<file path="config.mk">
export PLATFORM = sky130hd
export DESIGN_NAME = pin_input_filter
export DESIGN_NICKNAME = d
export VERILOG_FILES = /design/src/rtl/pin_input_filter_pkg.sv /design/src/rtl/pin_input_filter_bit.sv /design/src/rtl/pin_input_filter.sv
export SDC_FILE = /design/constraint.sdc
export NUM_CORES = 1
export LEC_CHECK = 0
export CORE_MARGIN = 3
export CORE_UTILIZATION = 52
export CTS_CLUSTER_DIAMETER = 120
export DETAILED_ROUTE_END_ITERATION = 6
export HOLD_SLACK_MARGIN = 0.06
export PLACE_DENSITY_LB_ADDON = 0.1
export SYNTH_ARGS = -nofsm -noshare
export SYNTH_HDL_FRONTEND = slang
export SYNTH_SLANG_ARGS = --single-unit
</file>
<file path="constraint.sdc">
create_clock -name clk_i -period 2.4 [get_ports clk_i]
set_clock_uncertainty 0.1 [all_clocks]
set_input_delay 0.48 -clock clk_i [delete_from_list [all_inputs] [get_ports clk_i]]
set_output_delay 0.48 -clock clk_i [all_outputs]
set_load 0.01 [all_outputs]
</file>
<file path="src/rtl/pin_input_filter_pkg.sv">
// Shared definitions for the pad input conditioning stage.
//   PIN_FILTER_CNT_WIDTH : default width of the per-pin stability counter
//   filt_mode_e          : per-pin operating mode (synchroniser only / glitch filter)
package pin_input_filter_pkg;

    localparam int PIN_FILTER_CNT_WIDTH = 8;

    typedef enum logic {
        MODE_BYPASS = 1'b0,
        MODE_FILTER = 1'b1
    } filt_mode_e;

    function automatic filt_mode_e mode_of(input logic en);
        return en ? MODE_FILTER : MODE_BYPASS;
    endfunction

endpackage

</file>
<file path="src/rtl/pin_input_filter_bit.sv">
// One pin: 2-flop synchroniser, stability counter and registered edge/glitch pulses.
//   clk_i, rst_i   : system clock, async active-high reset
//   pin_i          : raw asynchronous pad input
//   filter_en_i    : 1 = glitch filter, 0 = synchroniser only
//   thresh_i       : stability threshold (change must persist thresh_i+1 cycles)
//   pin_o          : conditioned pin value
//   rise_o/fall_o  : one-cycle pulses coincident with a pin_o transition
//   glitch_o       : one-cycle pulse when a pending change is abandoned
module pin_input_filter_bit
    import pin_input_filter_pkg::*;
#(
    parameter int   CntWidth = PIN_FILTER_CNT_WIDTH,
    parameter logic ResetVal = 1'b0
) (
    input  logic                clk_i,
    input  logic                rst_i,
    input  logic                pin_i,
    input  logic                filter_en_i,
    input  logic [CntWidth-1:0] thresh_i,
    output logic                pin_o,
    output logic                rise_o,
    output logic                fall_o,
    output logic                glitch_o
);

    logic                r_s1, r_s2, r_pin;
    logic                r_rise, r_fall, r_glitch;
    logic [CntWidth-1:0] r_cnt;

    logic                w_next_pin;
    logic [CntWidth-1:0] w_next_cnt;
    logic                w_next_glitch;

    always_comb begin
        w_next_pin    = r_pin;
        w_next_cnt    = '0;
        w_next_glitch = 1'b0;
        case (mode_of(filter_en_i))
            MODE_BYPASS: begin
                // Leaving filter mode drops any pending count silently.
                w_next_pin = r_s2;
            end
            MODE_FILTER: begin
                if (r_s2 == r_pin) begin
                    w_next_glitch = (r_cnt != '0);
                end else if (r_cnt >= thresh_i) begin
                    // >= so that lowering thresh_i below an in-flight count commits at once.
                    w_next_pin = r_s2;
                end else begin
                    // Bounded by thresh_i, which cannot exceed the counter range: no wrap.
                    w_next_cnt = r_cnt + 1'b1;
                end
            end
            default: w_next_pin = r_s2;
        endcase
    end

    always_ff @(posedge clk_i or posedge rst_i) begin
        if (rst_i) begin
            r_s1     <= ResetVal;
            r_s2     <= ResetVal;
            r_pin    <= ResetVal;
            r_cnt    <= '0;
            r_rise   <= 1'b0;
            r_fall   <= 1'b0;
            r_glitch <= 1'b0;
        end else begin
            r_s1     <= pin_i;
            r_s2     <= r_s1;
            r_pin    <= w_next_pin;
            r_cnt    <= w_next_cnt;
            r_rise   <= w_next_pin & ~r_pin;
            r_fall   <= ~w_next_pin & r_pin;
            r_glitch <= w_next_glitch;
        end
    end

    assign pin_o    = r_pin;
    assign rise_o   = r_rise;
    assign fall_o   = r_fall;
    assign glitch_o = r_glitch;

endmodule

</file>
<file path="src/rtl/pin_input_filter.sv">
// Per-pin input conditioning between the board pads and the pinmux.
// Each pin is synchronised into clk_i and optionally glitch filtered.
//   clk_i, rst_i  : system clock, async active-high reset
//   pins_i        : raw asynchronous pad inputs [Width]
//   filter_en_i   : per-pin filter enable, 0 = synchroniser only [Width]
//   thresh_i      : shared stability threshold [CntWidth], quasi-static
//   pins_o        : conditioned pin values [Width]
//   rise_o/fall_o : one-cycle edge pulses aligned with pins_o changes [Width]
//   glitch_o      : one-cycle pulse per abandoned pending change [Width]
module pin_input_filter
    import pin_input_filter_pkg::*;
#(
    parameter int               Width    = 5,
    parameter int               CntWidth = PIN_FILTER_CNT_WIDTH,
    parameter logic [Width-1:0] ResetVal = '0
) (
    input  logic                clk_i,
    input  logic                rst_i,
    input  logic [Width-1:0]    pins_i,
    input  logic [Width-1:0]    filter_en_i,
    input  logic [CntWidth-1:0] thresh_i,
    output logic [Width-1:0]    pins_o,
    output logic [Width-1:0]    rise_o,
    output logic [Width-1:0]    fall_o,
    output logic [Width-1:0]    glitch_o
);

    for (genvar g = 0; g < Width; g++) begin : g_pin
        pin_input_filter_bit #(
            .CntWidth (CntWidth),
            .ResetVal (ResetVal[g])
        ) u_bit (
            .clk_i       (clk_i),
            .rst_i       (rst_i),
            .pin_i       (pins_i[g]),
            .filter_en_i (filter_en_i[g]),
            .thresh_i    (thresh_i),
            .pin_o       (pins_o[g]),
            .rise_o      (rise_o[g]),
            .fall_o      (fall_o[g]),
            .glitch_o    (glitch_o[g])
        );
    end

endmodule
</file>
==> results of run 1 <==
metal layers:
layer / vias up / share of wire [%]
met5: - / 0
met4: 0 / 1.1
met3: 5 / 3.2
met2: 32 / 47
met1: 1243 / 49
li1: 1299 / -
cell usage in the layout (no fill, tap or decap):
master and n:
a221oi_2 5, o21a_1 5, clkbuf_8 10, inv_2 2, nor2_1 36, o21a_2 5
clkbuf_1 3, a21o_1 5, clkinv_2 1, or4b_2 2, clkinv_4 1, clkdlybuf4s50_1 38
mux2_1 5, nor3b_1 15, a2111oi_2 2, a2111oi_4 3, or4b_1 3, buf_4 11
nand2_1 2, and3_1 19, inv_1 16, xnor2_1 8, dlymetal6s2s_1 1, buf_12 1
o211ai_1 10, nor3_1 1, nand2b_1 10, nand3_1 22, bufinv_16 1, xor2_1 27
ha_1 50, nor4_1 5, dfrtp_1 70
report_power, final:
group	total (uW)	internal, uW	switching [uW]
registers	1270	1230	44.4
clock network	934	510	424
logic	376	197	179
total	2580	1930	648
cell usage after synthesis:
library cell / n
o211ai_1: 10
nor3_1: 1
nand3_1: 22
nand2b_1: 10
a21o_1: 5
nor3b_1: 15
a2111oi_2: 2
xor2_1: 27
nor4_1: 5
dfrtp_1: 70
o21a_1: 5
o21a_2: 5
mux2_1: 5
or4b_1: 3
xnor2_1: 8
inv_1: 18
nand2_1: 2
a221oi_2: 3
nor2_1: 36
a221oi_1: 2
or4b_2: 2
and3_1: 19
buf_4: 20
a2111oi_4: 3
ha_1: 50
worst paths after layout:
kind	end	cells past startpoint
worst max-delay path	g_pin[2].u_bit.pin_o$_DFF_PP0_	7
worst min-delay path	g_pin[3].u_bit.r_s2$_DFF_PP0_	0
worst max register to register	g_pin[3].u_bit.pin_o$_DFF_PP0_	6
worst min register to register	g_pin[3].u_bit.r_s2$_DFF_PP0_	0
max in group asynchronous	g_pin[3].u_bit.r_cnt[4]$_DFF_PP0_	3
min in group asynchronous	g_pin[3].u_bit.r_s1$_DFF_PP0_	3
worst max-delay path: stages:
cell	delay, ns
clkdlybuf4s50_1	0.45
inv_1	0.10
ha_1	0.32
and3_1	0.22
a221oi_2	0.33
o21a_2	0.20
mux2_1	0.31
stage by stage:
stage          setup TNS [ns]  instances  instance area [um2]  power (uW)
2_1_floorplan               0        348                 3960        1538
3_3_place_gp           -9.447        477                 4419        1660
3_5_place_dp           -11.47        477                 4419        1670
4_1_cts                     0        493                 4618        2611
5_1_grt                     0        494                 4634        2718
6_report                    0        494                 4634        2580
registers in the layout, indices dropped and copies added (netlist names):
signal / flops
g_pin.u_bit.r_cnt: 40
g_pin.u_bit.fall_o: 5
g_pin.u_bit.glitch_o: 5
g_pin.u_bit.pin_o: 5
g_pin.u_bit.r_s1: 5
g_pin.u_bit.r_s2: 5
g_pin.u_bit.rise_o: 5
repair_timing:
item                       4_1_cts  5_1_grt
gates resized for setup          1        3
setup endpoints to repair        1       15
pin swaps                        0        2
buffers inserted                 0        1
layout make-up:
cell class                      instances  area share [%]
Clock buffer                           13           3.213
Clock inverter                          3          0.9449
Inverter                               18           1.458
Multi-Input combinational cell        240           43.22
Sequential cell                        70           37.80
Tap cell                               99           2.673
Timing Repair Buffer                   51           10.69
kinds of logic after synthesis:
logic type / after synthesis / synth area share, %
AND/OR/NAND/NOR: 115 / 15.99
multiplexers: 5 / 1.422
buffers and inverters: 38 / 5.497
AO/OA/AOI/OAI: 35 / 9.321
XOR/XNOR: 35 / 7.741
adder cells (fa/ha/maj): 50 / 15.80
flip-flops: 70 / 44.23
==> out/qor.yml, run 1 <==
sta:
  finalMaxSlewViolations: 0
  slew_headroom_pct: 57.95
  post-route-worst-setup-slack_ns: 0.1049
  timing.final.crit_share_pct: 95.63
  finalSetupViolCount: 0
  whs_ns: 0.2505
  fin_crit_ns: 2.295
  fmax_mhz: 435.7
  rsz0062_at_grt: "no"
  hold_viol: 0
  worst_slew_pin_slew_ns: 0.6279
drt:
  detail_route.wl_per_cell_um: 14.78
  avgViaCountPerCell: 5.221
  wl_um: 7302
  drt-initial-drc-count: 86
  firstDrtPassIters: 4
  postRouteAntennaNets: 0
  vias: 2579
  detail_route.drc_violations: 0
finish:
  multi_input_area_um2: 2003
  layout-drive-gt1-share_pct: 11.14
  nets: 460
  n_antenna_cell: 0
  fill_cells: 589
  regArea_um2: 1752
  syn_to_final_growth_pct: 17.03
  final_core_util_pct: 63.22
clock_network:
  cts_tree: "done"
  cts-root-buf: "clkbuf_8"
  cts_hold_buf: 0
  clk_pin_slew_ns: 0.07
  cts_buffer_depth: 2
  cts_buffers: 9
  clock_sinks: 70
  htree_levels: 3
  clock_latency_ns: 0.35
worst_hold_path:
  hp-start: "g_pin[3].u_bit.r_s1$_DFF_PP0_"
  holdCritPathClass: "reg -> reg"
floorplan:
  ios: 40
  core_um2: 7331
  row_count: 31
  die_x_um: 93.27
  start_util_pct: 54.02
  die_h_um: 93.27
  dieArea_um2: 8698
status:
  outcome: "finished clean"
setup_path:
  endpoint_kind: "register"
  cp_max_fo: 5
  startpoint_type: "input pin"
  rr_startpoint: "g_pin[3].u_bit.r_cnt[0]$_DFF_PP0_"
  cp.required_ns: 2.53
  worstPathArrival_ns: 2.43
  crit_path_start: "thresh_i[6]"
  worst-setup-path-type: "in -> reg"
  ff2ff_setup_slack_ns: 0.31
global_routing:
  antenna_found_initial: 0
  grt_pass1_vias: 2672
  grt_use_total_pct: 18.75
  grt.overflow.total: 0
  grt_max_degree: 71
  gr-usage-met2_pct: 29.18
  grt_util_met1_pct: 25.35
  grt_pass1_wl_um: 12780
  grt.busiest_layer: "met2"
  use_met3_pct: 4.907
job:
  drv_cap: 0
synth:
  synth_top_cell_by_area: "dfrtp_1"
  yosysWarningCount: 0
  synth_top_area_share_pct: 44.23
  synth_area_per_cell_um2: 11.38
  ys_ff_latch: 70
  syn_inst: 348
  syn-num-nets: 418
  synth_area_um2: 3960
  synth_area_leaders: "dfrtp_1 (44%), ha_1 (16%), xor2_1 (6.0%)"
  ys_types: 25
  synth-seq-area-share_pct: 44.23
place:
  detailed_place_hpwl_um: 5343
  globalplace.congestion: 0.8532
  post-place-ws_ns: -0.3688
  port-buffer-count: 39
power:
  peakVddDrop_mv: 0.2997
  total_leakage_power_uw: 0.002250
  pwr_density_cell_nw_per_um2: 556.7
(Power assumes the default switching activity.)
==> run 2: changes to the inputs <==
--- a/config.mk
+++ b/config.mk
@@ -5,6 +5,7 @@
 export SDC_FILE = /design/constraint.sdc
 export NUM_CORES = 1
 export LEC_CHECK = 0
+export CORE_ASPECT_RATIO = 0.8
 export CORE_MARGIN = 3
 export CORE_UTILIZATION = 52
 export CTS_CLUSTER_DIAMETER = 120
==> run 2 against run 1 <==
Die area barely moved. Clock power fell by 4.3%. Global-route usage rose by 0.68 points. Sequential power barely moved. Largest power group unchanged. Sequential cell count did not move. Final cell count rose by 0.40%. Count of clock-buffer cells in the layout fell by 3. Sequential share of layout area did not move. Register-to-register slack barely moved. Setup slack got worse by 0.022 ns.
==> out/qor.yml, run 2 (synthesis results as in run 1) <==
status:
  outcome: "finished clean"
sta:
  slew_headroom_pct: 56.51
  timing.final.crit_share_pct: 96.54
  rsz0062_at_grt: "no"
  hold_viol: 0
  whs_ns: 0.2426
  post-route-worst-setup-slack_ns: 0.08304
  finalMaxSlewViolations: 0
  fin_crit_ns: 2.317
  worst_slew_pin_slew_ns: 0.6494
  finalSetupViolCount: 0
  fmax_mhz: 431.6
global_routing:
  grt_use_total_pct: 19.43
  grt_pass1_vias: 2751
  antenna_found_initial: 0
  grt_max_degree: 71
  grt_pass1_wl_um: 13460
  grt.overflow.total: 0
worst_hold_path:
  holdCritPathClass: "reg -> reg"
  worstHoldPathCells: 0
power:
  totalPowerFinal_uw: 2551
  total_leakage_power_uw: 0.002238
  pwr_density_cell_nw_per_um2: 550.4
  peakVddDrop_mv: 0.3333
finish:
  largest_reg_flops: 40
  nets: 462
  final_common_cell: "dfrtp_1"
  fin_cells: 496
  n_antenna_cell: 0
  regMostFlops: "g_pin.u_bit.r_cnt"
  layout_common_cells: "dfrtp_1 (70), ha_1 (50), clkdlybuf4s50_1 (39)"
  postLayoutCellArea_um2: 4634
  syn_to_final_growth_pct: 17.03
  fill_cells: 556
  layout-drive-gt1-share_pct: 11.39
clock_network:
  clock_latency_ns: 0.35
  cts_buffer_depth: 2
  clk_pin_slew_ns: 0.08
  cts_tree: "done"
  htree_levels: 3
  cts-root-buf: "clkbuf_8"
  cts_buffers: 9
  clock_sinks: 70
setup_path:
  cp.required_ns: 2.52
  reg2reg_depth: 6
  endpoint_kind: "register"
  startpoint_type: "input pin"
  worst-setup-path-type: "in -> reg"
  cp_max_fo: 5
  worstPathArrival_ns: 2.44
place:
  detailed_place_hpwl_um: 5641
  dpl.cell_count: 480
  dpl-instance-area_um2: 4429
  post-place-ws_ns: -0.3708
  port-buffer-count: 39
  globalplace.congestion: 0.8140
drt:
  avgViaCountPerCell: 5.329
  vias: 2643
  drt-initial-drc-count: 89
  postRouteAntennaNets: 0
  firstDrtPassIters: 4
  detail_route.drc_violations: 0
  detail_route.wl_per_cell_um: 15.53
  wl_um: 7703
job:
  drv_cap: 0
floorplan:
  die_h_um: 84.06
  row_count: 27
  die_x_um: 103.6
  dieArea_um2: 8705
  ios: 40
  start_util_pct: 55.56
  core_um2: 7128
run 2: path summary, 6_finish.rpt:
path / startpoint / endpoint / slack (ns)
setup reg to reg: g_pin[3].u_bit.r_cnt[0]$_DFF_PP0_ / g_pin[3].u_bit.pin_o$_DFF_PP0_ / 0.31
setup / recovery: thresh_i[7] / g_pin[1].u_bit.pin_o$_DFF_PP0_ / 0.08
max in group asynchronous: rst_i / g_pin[0].u_bit.r_cnt[2]$_DFF_PP0_ / 1.45
hold / removal: g_pin[3].u_bit.r_s1$_DFF_PP0_ / g_pin[3].u_bit.r_s2$_DFF_PP0_ / 0.24
hold reg to reg: g_pin[3].u_bit.r_s1$_DFF_PP0_ / g_pin[3].u_bit.r_s2$_DFF_PP0_ / 0.24
min in group asynchronous: rst_i / g_pin[4].u_bit.r_cnt[6]$_DFF_PP0_ / 0.41
run 2: layer usage:
metal	vias up	track usage, %	wire (um)
li1	1299	-	-
met1	1291	26.10	3866
met2	41	30.52	3458
met3	12	5.800	270
met4	0	5.797	108
met5	-	0	0
run 2: repair_timing:
| action | in CTS | in global routing |
|---|---|---|
| setup buffers | 0 | 2 |
| gates resized for setup | 1 | 1 |
| pin swaps | 0 | 2 |
| setup endpoints to repair | 1 | 9 |
| hold buffers | 0 | 0 |
run 2: per-stage QoR:
| stage | util (%) | setup TNS, ns |
|---|---|---|
| floorplan | - | 0 |
| global placement | 62.14 | -8.148 |
| detailed placement | 62.14 | -11.63 |
| CTS | 64.72 | 0 |
| global route | 65.02 | 0 |
| finish | 65.02 | 0 |
run 2: report_power, final:
part	total (uW)	switching (uW)	internal, uW	leakage [uW]
clock	894	428	467	0.0000842
sequential	1270	46.2	1230	0.000932
combinational	385	184	200	0.00122
total	2550	658	1890	0.00224
run 2: worst max-delay path: stages:
cell             delay [ns]
clkdlybuf4s50_1        0.46
inv_1                  0.13
ha_1                   0.34
and3_1                 0.20
a221oi_2               0.31
o21a_2                 0.20
mux2_1                 0.32
run 2: cell type report:
type                       instances  area [um2]  area share (%)
multi-input combinational        240        2003           43.22
sequential                        70        1752           37.80
timing repair buffer              53       508.0           10.96
clock buffer                      10       127.6           2.754
tap                              101       126.4           2.727
inverter                          18       67.56           1.458
clock inverter                     4       50.05           1.080
